**src/rtl/ex_muldiv_unit.sv**
```systemverilog
// Iterative multiply/divide unit owning the HI/LO registers (MULT/MULTU/DIV/DIVU, MFHI/MFLO/MTHI/MTLO).
// Optional macro MULDIV_FAST_MUL_EN: multiply completes combinationally at accept; divide stays iterative.
module ex_muldiv_unit #(
    parameter int BUS_SIZE = 32
) (
    input  logic                i_clk,
    input  logic                i_reset,
    input  logic                i_enable,
    input  logic                i_flush,
    input  logic [5:0]          i_op,
    input  logic [5:0]          i_funct,
    input  logic [BUS_SIZE-1:0] i_bus_a,
    input  logic [BUS_SIZE-1:0] i_bus_b,
    output logic                o_stall,
    output logic                o_busy,
    output logic [BUS_SIZE-1:0] o_result,
    output logic [BUS_SIZE-1:0] o_hi,
    output logic [BUS_SIZE-1:0] o_lo
);
    localparam int CW = $clog2(BUS_SIZE);

    typedef enum logic [1:0] {IDLE, BUSY, DONE} state_t;

    state_t              state_q;
    logic [BUS_SIZE-1:0] hi_q, lo_q;
    logic [BUS_SIZE-1:0] acc_hi_q, acc_lo_q, opnd_q;
    logic [CW-1:0]       cnt_q;
    logic                is_div_q, neg_q, rneg_q, div0_q;

    logic                  dec_start, dec_mthi, dec_mtlo, sign_a, sign_b;
    logic [BUS_SIZE-1:0]   mag_a, mag_b;
    logic [BUS_SIZE-1:0]   acc_hi_d, acc_lo_d, res_hi_d, res_lo_d;
    logic [BUS_SIZE:0]     rem_sh;
    logic [2*BUS_SIZE-1:0] prod;

    assign dec_start = (i_op == 6'h00) && (i_funct[5:2] == 4'b0110);
    assign dec_mthi  = (i_op == 6'h00) && (i_funct == 6'h11);
    assign dec_mtlo  = (i_op == 6'h00) && (i_funct == 6'h13);
    assign sign_a    = dec_start && !i_funct[0] && i_bus_a[BUS_SIZE-1];
    assign sign_b    = dec_start && !i_funct[0] && i_bus_b[BUS_SIZE-1];
    assign mag_a     = sign_a ? -i_bus_a : i_bus_a;
    assign mag_b     = sign_b ? -i_bus_b : i_bus_b;

`ifdef MULDIV_FAST_MUL_EN
    logic [2*BUS_SIZE-1:0] fast_prod;
    assign fast_prod = {{BUS_SIZE{1'b0}}, mag_a} * {{BUS_SIZE{1'b0}}, mag_b};
`else
    logic [BUS_SIZE:0] sum;
`endif

    // One radix-2 step: restoring shift-subtract for divide, shift-add for multiply.
    always_comb begin
        acc_hi_d = acc_hi_q;
        acc_lo_d = acc_lo_q;
        rem_sh   = {acc_hi_q, acc_lo_q[BUS_SIZE-1]};
`ifndef MULDIV_FAST_MUL_EN
        sum      = '0;
`endif
        if (is_div_q) begin
            acc_lo_d = {acc_lo_q[BUS_SIZE-2:0], (rem_sh >= {1'b0, opnd_q})};
            if (rem_sh >= {1'b0, opnd_q})
                acc_hi_d = BUS_SIZE'(rem_sh - {1'b0, opnd_q});
            else
                acc_hi_d = rem_sh[BUS_SIZE-1:0];
        end else begin
`ifndef MULDIV_FAST_MUL_EN
            sum = {1'b0, acc_hi_q} + (acc_lo_q[0] ? {1'b0, opnd_q} : '0);
            {acc_hi_d, acc_lo_d} = {sum, acc_lo_q[BUS_SIZE-1:1]};
`endif
        end
    end

    assign prod = neg_q ? -{acc_hi_d, acc_lo_d} : {acc_hi_d, acc_lo_d};

    always_comb begin
        if (is_div_q) begin
            res_lo_d = div0_q ? '1 : (neg_q ? -acc_lo_d : acc_lo_d);
            res_hi_d = rneg_q ? -acc_hi_d : acc_hi_d;
        end else begin
            {res_hi_d, res_lo_d} = prod;
        end
    end

    always_ff @(posedge i_clk or negedge i_reset) begin
        if (!i_reset) begin
            state_q  <= IDLE;
            hi_q     <= '0;
            lo_q     <= '0;
            acc_hi_q <= '0;
            acc_lo_q <= '0;
            opnd_q   <= '0;
            cnt_q    <= '0;
            is_div_q <= 1'b0;
            neg_q    <= 1'b0;
            rneg_q   <= 1'b0;
            div0_q   <= 1'b0;
        end else if (i_flush) begin
            state_q <= IDLE;
        end else if (i_enable) begin
            case (state_q)
                IDLE: begin
                    if (dec_start) begin
                        state_q  <= BUSY;
                        is_div_q <= i_funct[1];
                        neg_q    <= sign_a ^ sign_b;
                        rneg_q   <= sign_a;
                        div0_q   <= (i_bus_b == '0);
                        if (i_funct[1]) begin
                            opnd_q   <= mag_b;
                            acc_hi_q <= '0;
                            acc_lo_q <= mag_a;
                            cnt_q    <= CW'(BUS_SIZE-1);
                        end else begin
                            opnd_q <= mag_a;
`ifdef MULDIV_FAST_MUL_EN
                            {acc_hi_q, acc_lo_q} <= fast_prod;
                            cnt_q                <= '0;
`else
                            acc_hi_q <= '0;
                            acc_lo_q <= mag_b;
                            cnt_q    <= CW'(BUS_SIZE-1);
`endif
                        end
                    end else if (dec_mthi) begin
                        hi_q <= i_bus_a;
                    end else if (dec_mtlo) begin
                        lo_q <= i_bus_a;
                    end
                end
                BUSY: begin
                    acc_hi_q <= acc_hi_d;
                    acc_lo_q <= acc_lo_d;
                    cnt_q    <= cnt_q - 1'b1;
                    if (cnt_q == '0) begin
                        hi_q    <= res_hi_d;
                        lo_q    <= res_lo_d;
                        state_q <= DONE;
                    end
                end
                DONE:    state_q <= IDLE;
                default: state_q <= IDLE;
            endcase
        end
    end

    assign o_stall = ((state_q == IDLE) && dec_start) || (state_q == BUSY);
    assign o_busy  = (state_q == BUSY);
    assign o_hi    = hi_q;
    assign o_lo    = lo_q;

    always_comb begin
        o_result = '0;
        if (i_op == 6'h00 && i_funct == 6'h10)
            o_result = hi_q;
        else if (i_op == 6'h00 && i_funct == 6'h12)
            o_result = lo_q;
    end
endmodule

```
**config.mk**
```make
export PLATFORM = sky130hd
export DESIGN_NAME = ex_muldiv_unit
export DESIGN_NICKNAME = d
export VERILOG_FILES = /design/src/rtl/ex_muldiv_unit.sv
export SDC_FILE = /design/constraint.sdc
export NUM_CORES = 1
export LEC_CHECK = 0
export ABC_AREA = 1
export CAP_MARGIN = 5
export CORE_MARGIN = 5
export CORE_UTILIZATION = 50
export CTS_BUF_LIST = sky130_fd_sc_hd__clkbuf_4 sky130_fd_sc_hd__clkbuf_8
export CTS_CLUSTER_DIAMETER = 30
export DETAILED_ROUTE_END_ITERATION = 6
export PLACE_DENSITY = 0.71
export SYNTH_ARGS = -nofsm -noshare
export SYNTH_HDL_FRONTEND = slang
export SYNTH_SLANG_ARGS = --single-unit
export TNS_END_PERCENT = 1
```
**constraint.sdc**
```tcl
create_clock -name i_clk -period 4.1 [get_ports i_clk]
set_clock_uncertainty 0.2 [all_clocks]
set_input_delay 0.82 -clock i_clk [delete_from_list [all_inputs] [get_ports i_clk]]
set_output_delay 0.82 -clock i_clk [all_outputs]
set_load 0.005 [all_outputs]
```
== Word-level counts from Yosys, hierarchy flattened ==
Index checks and enable logic that the tools add are counted.

* Bits of input ports: 80
* Logic and storage cells: 94
* Output and inout port bits: 98
* Register bits: 171

* Eq/ne operators: 14
* Bitwise logic cells: 2
* Add/sub/neg operators: 8
* Multiplexer cells: 36
* Reductions and logical operators: 22
* Magnitude comparators: 1

{| class="wikitable"
|+ Operators by type and width
! operator !! count
|-
| $mux W32 || 24
|-
| $pmux W32 S2 || 4
|-
| $neg A32 Y32 || 4
|-
| $mux W64 || 1
|-
| $neg A64 Y64 || 1
|-
| $add A32 B32 Y33 || 1
|-
| $ge A33 B32 Y1 || 1
|-
| $logic_not A32 Y1 || 1
|-
| $sub A32 B32 Y32 || 1
|-
| $eq A6 B5 Y1 const B || 4
|-
| $ne A2 B2 Y1 const B || 5
|-
| $pmux W5 S2 || 1
|-
| $logic_and A1 B1 Y1 || 9
|-
| $mux W2 || 4
|-
| $reduce_and A4 Y1 || 2
|-
| $reduce_and A7 Y1 || 1
|-
| $logic_not A6 Y1 || 1
|-
| $reduce_and A6 Y1 || 1
|-
| $logic_not A5 Y1 || 1
|-
| $mux W5 || 1
|-
| $sub A5 B1 Y5 const B || 1
|-
| $eq A4 B3 Y1 const B || 1
|-
| $pmux W2 S2 || 1
|-
| $reduce_bool A2 Y1 || 2
|-
| 10 further kinds || 10
|}

== Longest topological paths before layout ==
Gate-level depths: netlist of run 1.

* Depth in word-level cells: 9
* Gate-level depth with buffers: 31
* Mapped depth without buffers: 31

== Least setup slack after synthesis of run 1 ==
Ideal clock, no wire load.

* Kind: register to register
* Start point: reg acc_hi_q[11]
* End point: reg hi_q[30], in the netlist o_hi[30]
* Cell stages (with the launch flop): 28
* Library setup time: 0.073 ns
* Data required time: 3.827 ns
* Data arrival time: 3.398 ns
* Path buffers: 0
* Setup slack: 0.429 ns
* Clock period less this slack: 3.671 ns
* Path through: dfrtp_1 ha_1 nand2_1 inv_1 a21oi_1 o21bai_2 inv_2 nand2_2 nand2_4 nand3_2 o21ai_2 ha_1 nand3_1 nor3_4 nand3_2 nor2_2 inv_2 nor2_4 nand3_4 nor3_4 nand2_2 inv_2 nand2_1 nand2_2 nand3_1 nand3_1 nand3_1 a21oi_2

* Word-level cells in the longest chain between the ends: 8
* Elaborated cells between the ends (all ways): 13
* Those cells by class: add/sub (4); order compare (1); mux (8)

{| class="wikitable"
|+ Ends and longest elaborated chain
! element !! RTL line !! text
|-
| start: declaration || 26 || <nowiki>logic [BUS_SIZE-1:0] acc_hi_q, acc_lo_q, opnd_q;</nowiki>
|-
| start signal: assignment || 131 || <nowiki>acc_hi_q <= acc_hi_d;</nowiki>
|-
| $sub A32 B32 Y32 or $ge A33 B32 Y1 (tied branches) || 62, 60, 61 ||
|-
| $mux W32 || 61 || <nowiki>if (rem_sh >= {1'b0, opnd_q})</nowiki>
|-
| $mux W32 || 59 || <nowiki>if (is_div_q) begin</nowiki>
|-
| $neg A64 Y64 or $neg A32 Y32 (tied branches) || 73, 78 ||
|-
| $mux W64 or $mux W32 (tied branches) || 73, 78 ||
|-
| $mux W32 (*) || 76 || <nowiki>if (is_div_q) begin</nowiki>
|-
| $mux W32 (*) || 134 || <nowiki>if (cnt_q == '0) begin</nowiki>
|-
| $pmux W32 S2 (*) || 100 || <nowiki>case (state_q)</nowiki>
|-
| end signal: assignment || 125 || <nowiki>hi_q <= i_bus_a;</nowiki>
|-
| end signal: assignment || 135 || <nowiki>hi_q <= res_hi_d;</nowiki>
|-
| end: declaration || 25 || <nowiki>logic [BUS_SIZE-1:0] hi_q, lo_q;</nowiki>
|}

Mark *: on every way between the ends. The rest lies on a longest branch, timed or not. The select of a mux whose other input is x is not followed.
A chain may end at the register's enable or synchronous reset.

== Final worst setup path of run 1 ==
* Start point: reg opnd_q[16]
* End point: reg hi_q[25], in the netlist o_hi[25]

* Word-level cells in the longest chain between the ends: 8
* Elaborated cells between the ends (all ways): 14
* Those cells by class: add/sub (4); order compare (1); mux (9)

{| class="wikitable"
|+ Ends and longest elaborated chain
! element !! RTL line !! text
|-
| start: declaration || 26 ||
|-
| start signal: assignment || 109 || <nowiki>opnd_q <= mag_b;</nowiki>
|-
| start signal: assignment || 114 || <nowiki>opnd_q <= mag_a;</nowiki>
|-
| $mux W32 (tied with other cells) || 67 || <nowiki>sum = {1'b0, acc_hi_q} + (acc_lo_q[0] ? {1'b0, opnd_q} : '0);</nowiki>
|-
| $add A32 B32 Y33 or $mux W32 (tied branches) || 67, 61 ||
|-
| $mux W32 || 59 ||
|-
| $neg A64 Y64 or $neg A32 Y32 (tied branches) || 73, 78 ||
|-
| $mux W64 or $mux W32 (tied branches) || 73, 78 ||
|-
| $mux W32 (*) || 76 ||
|-
| $mux W32 (*) || 134 ||
|-
| $pmux W32 S2 (*) || 100 ||
|}

Marks and branches as above.

==> results of run 1 <==
[repair_timing]
item	4_1_cts	5_1_grt
pin swaps	0	36
endpoints found under the setup margin	18	34
gates resized for setup	16	190
setup buffers	0	29
[cells in the final DEF (no fill, tap or decap), types with 7 or more instances in the layout]
cell and n:
o22ai_1 62, o21ai_2 11, o211ai_1 23, nor2_1 346
xnor2_1 27, a31oi_1 25, nor3_1 33, o21ai_0 142
nand3_4 9, inv_2 55, a21oi_2 22, nand2_4 8
buf_12 7, nand3_1 204, a32oi_1 7, buf_4 372
nand3_2 42, a22oi_1 19, nand2_2 61, ha_4 35
dfrtp_1 167, nor4_1 10, a21oi_1 106, nand3b_1 18
o221ai_1 11, nand4_1 46, clkbuf_8 18, or2_2 10
nand2_1 833, o21ai_1 30, clkdlybuf4s50_1 176, nor2_2 32
inv_1 479, ha_1 34, xor2_1 55, nor2_4 18
[final cells by class]
class                   instances  share of cell area
multi-input cells            2334              0.5178
repair buffers                557              0.1888
flip-flops and latches        171              0.1716
inverters                     539             0.08098
well taps                     511             0.02559
clock buffers                  18            0.009916
clock inverters                14            0.005359
[layer usage]
layer | track usage | up-vias | part of all wire
met5 | 0 | - | 0.00092
li1 | - | 11080 | -
met3 | 0.1233 | 508 | 0.11
met2 | 0.6800 | 1743 | 0.44
met4 | 0.3223 | 4 | 0.097
met1 | 0.5135 | 11310 | 0.35
[critical path: cells and delay by family, from the launching register on]
family	cells	cell delay, ps
simple gates	17	2120
buf+inv	6	820
flops	1	410
fa+ha+maj	1	290
compound gates	1	230
[power groups by stage]
stage          sequential (uW)  combinational, uW  clock, uW
2_1_floorplan             1860                949          0
3_3_place_gp              1870               1930          0
3_5_place_dp              1880               1950          0
4_1_cts                   1850               1960       1270
5_1_grt                   1870               2270       1350
6_report                  1860               2140       1300
[cell families after synthesis]
kind of cell,count (synthesis)
and+or+nand+nor,1683
DFF,171
AOI/OAI and AO/OA,497
adders and majority gates,72
xor gates and xnor gates,82
buffers and inverters,650
[registers in the layout (all words and copies together) (netlist names)]
register  cells
acc_lo_q     32
o_lo         32
o_hi         32
opnd_q       32
neg_q         1
is_div_q      1
div0_q        1
state_q       2
acc_hi_q     32
rneg_q        1
cnt_q         5
[how the worst max path moves through the flow]
stage	endpoint	depth (start not counted)	slack [ps]
CTS	o_hi[20]$_DFFE_PN0P_	28	0.7
floorplan	o_hi[30]$_DFFE_PN0P_	27	430
global route	o_hi[25]$_DFFE_PN0P_	25	-190
detailed placement	o_lo[20]$_DFFE_PN0P_	13	-400
global placement	o_lo[20]$_DFFE_PN0P_	13	-290
finish	o_hi[25]$_DFFE_PN0P_	25	-90
[per-stage QoR]
| stage | worst slack (ps) | instance area (um2) | util |
|---|---|---|---|
| 2_1_floorplan | 429.0 | 18840 | - |
| 3_3_place_gp | -290.4 | 23430 | 0.6264 |
| 3_5_place_dp | -396.4 | 23430 | 0.6264 |
| 4_1_cts | 0.7137 | 23880 | 0.6384 |
| 5_1_grt | -191.2 | 24980 | 0.6680 |
| 6_report | -90.63 | 24980 | 0.6680 |
==> summary.md, run 1 <==
| Metric | Value |
|---|---|
| Status | finished with violations |
| Failing checks | negative setup slack |
| Pwr Density | 212.2 nW/um2 |
| Synth Instances | 3155 |
| Critical path class | reg2reg |
| CTS Buffer Depth | 2 |
| Worst r2r dst | o_hi[25]$_DFFE_PN0P_ |
| Switch Pwr | 2173 uW |
| Port Buffer Count | 177 |
| Switching Share | 0.4099 |
| Fin. max-slew vios | 0 |
| CTS tree | done |
| Worst Max-Slew Pin Slew | 1277 ps |
| Crit path from | opnd_q[16]$_DFFE_PN0P_ |
| Die Ht | 204.1 um |
| Synthesized cell area | 18840 um2 |
| Worst setup margin | -90.63 ps |
| Distinct cells, synth | 64 |
| Placed cells | 4083 |
| Worst-case reg-to-reg path depth | 25 |
| Reg-to-reg slack, setup | -90 ps |
| Critical path peak fanout | 24 |
| Routed WL | 95.20 mm |
| Largest family of logic cells by synthesized area | simple AND/OR/NAND/NOR gates |
| Detailed Place HPWL | 75.51 mm |
| CTS Buf Count | 17 |
| Most used flip-flop cell after synthesis | dfrtp_1 |
| Core Rows | 71 |
| Multi-input gate area | 12940 um2 |
| All-layer global routing usage | 0.4367 |
| WP data arrival | 4440 ps |
| Top cell types by occurrence after synthesis | 870 x nand2_1, 506 x inv_1, 362 x nor2_1, 230 x nand3_1, 171 x dfrtp_1 |
| Chip Width | 204.1 um |
| Static Leak | 0.01290 uW |
| Yosys top cell by area | dfrtp_1 |
| Clock group share of total power | 0.245 |
| Yosys Warn Count | 0 |
| VDD IR max | 320.2 uV |
| Crit-path most repeated cell | nand3_2 |
| Min Hold Slack | 128.9 ps |
| First-pass GRT wire length | 138.1 mm |
| Sequential cell fraction of total power | 0.351 |
| Grt ovf | 0 |
| Later-pin clock latency in the skew report | 550 ps |
| XOR/XNOR share of the synthesized area | 0.03812 |
| Vias per cell | 5.946 |
| Int Power | 3129 uW |
| Post-Synth Adder-Cell Area | 0.04861 |
| Syn_nets | 3307 |
| Num ports | 178 |
| Setup TNS | -282.3 ps |
| Simple-Gate Fraction of Synth Area | 0.3925 |
| Yosys reg bits | 171 |
| Total power | 5302 uW |
| Part of the cycle the worst path needs | 1.022 |
| Clk sinks | 171 |
| Sequential Area | 4287 um2 |
| Mux cell area share after synthesis | 0 |
| Residual DRC count | 0 |
| Sequential area share after synthesis | 0.2271 |
| DR WL/cell | 22.97 um |
| Mean Syn Cell Area | 5.972 um2 |
| Clock H-tree levels | 4 |
| Slowest-stage cell, CP | dfrtp_1 |
| Antenna violations before repair | 2 |
| Finished Layout Cells | 4144 |
| Clock slew at reported path FFs | 110 ps |
| Core ar. | 37400 um2 |
| Synth top area share | 0.2271 |
| Worst Hold Class | in2async |
| Count leader, synth | nand2_1 |
| RSZ-0062 raised after global routing | true |
| ANT cells | 0 |
| Max-slew headroom | 0.1476 |
| Layout cell share with drive strength beyond 1 | 0.2040 |
| Vias in the first global route | 23470 |
| Synth Area in Compound Gates | 0.1563 |
| Top cells by area, synth | dfrtp_1 23%, nand2_1 17%, inv_1 10% |
| Post-synth EDFFs | 0 |
| Final setup violating endpoints | 7 |
| Via count | 24640 |
| Max frequency | 238.6 MHz |
| Worst setup SP type | flop |
| Worst r2r src | opnd_q[16]$_DFFE_PN0P_ |
| Worst stage delay on the critical path | 410 ps |
| Gpl congestion | 1.136 |
| Async SR Flop Fraction | 1.000 |
| Fill cell count | 3402 |
| Initial Utilization | 0.5038 |
| Crit end category | flop |
| Layout Nets | 3772 |
| Root Buffer | clkbuf_8 |
| Drt pass-1 iters | 7 |
| Final hold vios | 0 |
| MaxCap Viol Count | 0 |
| Post-CTS Hold Buffers | 0 |
| DIE AREA | 41670 um2 |
| Largest net degree at the start of global routing | 75 |
| Syn-to-layout area delta | 32.60% |
| Fin crit period | 4191 ps |
| Combinational fraction of design power | 0.404 |
| Post-route ant nets | 0 |
| Initial DRC count | 3557 |
| Required time of the critical path | 4350 ps |
Power figures use the tool's default switching activity.
==> run 2: changes to the inputs <==
ABC_AREA = 0   (was 1)
CAP_MARGIN = unset   (was 5)
PLACE_DENSITY = 0.72   (was 0.71)
==> run 2 against run 1 <==
Synthesized cell count decreased by 30%. Count of clock-buffer cells in the layout up 3. Power up 18%. The run still ends with negative setup slack left. Global-route usage decreased by 4.2 points. Flip-flop and latch count did not move. Register-to-register slack got worse by 530 ps. Highest routed layer is now met4. Fmax is 11% lower. First-iteration DRC count fell by 30%. Final area fell by 6.7%.
==> summary.md, run 2 <==
| Metric | Value |
|---|---|
| Crit path from | acc_lo_q[0]$_DFFE_PN0P_ |
| All-layer global routing usage | 0.3947 |
| Synth Area in Compound Gates | 0.2539 |
| Post-route ant nets | 0 |
| Vias per cell | 6.159 |
| CTS tree | done |
| Port Buffer Count | 177 |
| Post-synth EDFFs | 0 |
| Routed WL | 73.78 mm |
| Fin. max-slew vios | 0 |
| CTS Buf Count | 17 |
| Core Rows | 66 |
| Critical path peak fanout | 8 |
| Later-pin clock latency in the skew report | 530 ps |
| Max frequency | 211.9 MHz |
| Final setup violating endpoints | 38 |
| Worst setup margin | -618.8 ps |
| Synthesized cell area | 16550 um2 |
| Part of the cycle the worst path needs | 1.151 |
| Root Buffer | clkbuf_8 |
| Chip Width | 191.9 um |
| Via count | 20030 |
| Required time of the critical path | 4300 ps |
| Syn-to-layout area delta | 40.90% |
| XOR/XNOR share of the synthesized area | 0.07885 |
| Static Leak | 0.01033 uW |
| Gpl congestion | 1.071 |
| Finished Layout Cells | 3252 |
| Detailed Place HPWL | 58.72 mm |
| Placed cells | 3218 |
| Antenna violations before repair | 0 |
| Yosys reg bits | 171 |
| Mux cell area share after synthesis | 0.05904 |
| WP data arrival | 4920 ps |
| Layout cell share with drive strength beyond 1 | 0.2471 |
| Clock H-tree levels | 4 |
| Distinct cells, synth | 94 |
| Worst r2r src | acc_lo_q[0]$_DFFE_PN0P_ |
| Worst Max-Slew Pin Slew | 676.1 ps |
| Clk sinks | 171 |
| Die Ht | 191.9 um |
| Mean Syn Cell Area | 7.482 um2 |
| Final hold vios | 0 |
| Fill cell count | 2752 |
| Sequential area share after synthesis | 0.2585 |
| Post-Synth Adder-Cell Area | 0.05534 |
| Worst setup SP type | flop |
| Most used flip-flop cell after synthesis | dfrtp_1 |
| Largest family of logic cells by synthesized area | compound AO/OA/AOI/OAI gates |
| Fin crit period | 4719 ps |
| Residual DRC count | 0 |
| Critical path class | reg2reg |
| Syn_nets | 2364 |
| DR WL/cell | 22.69 um |
| Sequential Area | 4283 um2 |
| Grt ovf | 0 |
| Count leader, synth | nand2_1 |
| Async SR Flop Fraction | 1.000 |
| Yosys top cell by area | dfrtp_1 |
| Largest net degree at the start of global routing | 109 |
| Multi-input gate area | 12050 um2 |
| CTS Buffer Depth | 2 |
| Max-slew headroom | 0.5445 |
| Drt pass-1 iters | 6 |
| Num ports | 178 |
| Setup TNS | -12330 ps |
| Worst Hold Class | in2async |
| First-pass GRT wire length | 111.9 mm |
| Top cell types by occurrence after synthesis | 302 x nand2_1, 233 x nor2_1, 210 x o21ai_0, 183 x a21oi_1, 171 x dfrtp_1 |
| Simple-Gate Fraction of Synth Area | 0.2461 |
| Commonest non-fill, non-tap cell in the layout | buf_4 |
| VDD IR max | 251.4 uV |
| Clock slew at reported path FFs | 100 ps |
| RSZ-0062 raised after global routing | true |
| Layout Nets | 2948 |
| Status | finished with violations |
| Initial Utilization | 0.5074 |
| Most frequent cells in the layout | 506 x buf_4, 299 x nand2_1, 230 x nor2_1 |
| Synth top area share | 0.2585 |
| Core ar. | 32620 um2 |
| MaxCap Viol Count | 0 |
| Top cells by area, synth | dfrtp_1 26%, nand2_1 6.8%, o21ai_0 6.4% |
| Vias in the first global route | 19360 |
| Pwr Density | 267.2 nW/um2 |
| Synth Instances | 2212 |
| Yosys Warn Count | 0 |
| DIE AREA | 36840 um2 |
| Failing checks | negative setup slack |
| Initial DRC count | 2487 |
| Crit end category | flop |
==> run 2: cell families after synthesis <==
family / count (synthesis)
xor+xnor: 149
buf+inv: 203
mux: 96
flops: 171
simple gates: 848
fa+ha+maj: 72
compound gates: 673
==> run 2: per-stage QoR <==
step | util | worst slack, ps | power [uW] | instance area [um2] | hold WS, ps
floorplan | - | -177.0 | 3358 | 16750 | 263.9
global placement | 0.6910 | -715.1 | 4851 | 22540 | 281.5
detailed placement | 0.6910 | -740.4 | 4905 | 22540 | 302.5
CTS | 0.7104 | -511.6 | 6145 | 23170 | 73.40
global route | 0.7148 | -755.2 | 6515 | 23320 | 86.04
finish | 0.7149 | -618.8 | 6231 | 23320 | 60.67
==> run 2: timing repair <==
action,4_1_cts,5_1_grt
pin swaps,7,5
setup endpoints to repair,43,58
resized for setup,44,35
setup buffers,1,0
gates cloned,0,0
hold buffers,0,0
==> run 2: report_power, final <==
| group | switching (uW) | leakage (uW) | internal, uW |
|---|---|---|---|
| registers | 219 | 0.00221 | 1880 |
| logic | 1520 | 0.00793 | 1410 |
| clock network | 733 | 0.000184 | 471 |
==> run 2: path summary, 6_finish.rpt <==
check	endpoint	slack [ps]	cells past startpoint
max	o_hi[27]$_DFFE_PN0P_	-620	19
min	o_lo[19]$_DFFE_PN0P_	60	1
max reg2reg	o_hi[27]$_DFFE_PN0P_	-620	19
min reg2reg	opnd_q[27]$_DFFE_PN0P_	320	2
max in group asynchronous	acc_hi_q[7]$_DFFE_PN0P_	2610	2
min in group i_clk	opnd_q[27]$_DFFE_PN0P_	320	2
==> run 2: worst max-delay path, cell delays in order (launching register included) <==
cell and delay, ps:
dfrtp_1 430, buf_4 190, and2_1 160, ha_1 300, a21oi_1 60, buf_4 150, or3_1 380, o211ai_1 120
a221oi_2 100, buf_4 170, buf_4 140, xnor2_1 150, a211oi_2 290, o211ai_2 190, nor4_4 350, and4_1 260
or3b_1 370, a21oi_2 160, nor3_1 60, or3_1 370
==> run 2: per-layer routing <==
| layer | wire (um) | global-route usage | up-vias | part of all wire |
|---|---|---|---|---|
| li1 | - | - | 9113 | - |
| met1 | 29520 | 0.5302 | 9425 | 0.40 |
| met2 | 31630 | 0.5969 | 1256 | 0.43 |
| met3 | 8065 | 0.08651 | 234 | 0.11 |
| met4 | 4567 | 0.2036 | 0 | 0.062 |
| met5 | 0 | 0 | - | 0 |
==> run 2: area by class of cell <==
cell class              count  share of cell area
clock buffers              21             0.01186
diodes                      1           0.0001073
multi-input cells        1838              0.5167
flip-flops and latches    171              0.1837
clock inverters            11            0.003702
inverters                  72             0.01159
repair buffers            696              0.2486
well taps                 442             0.02371
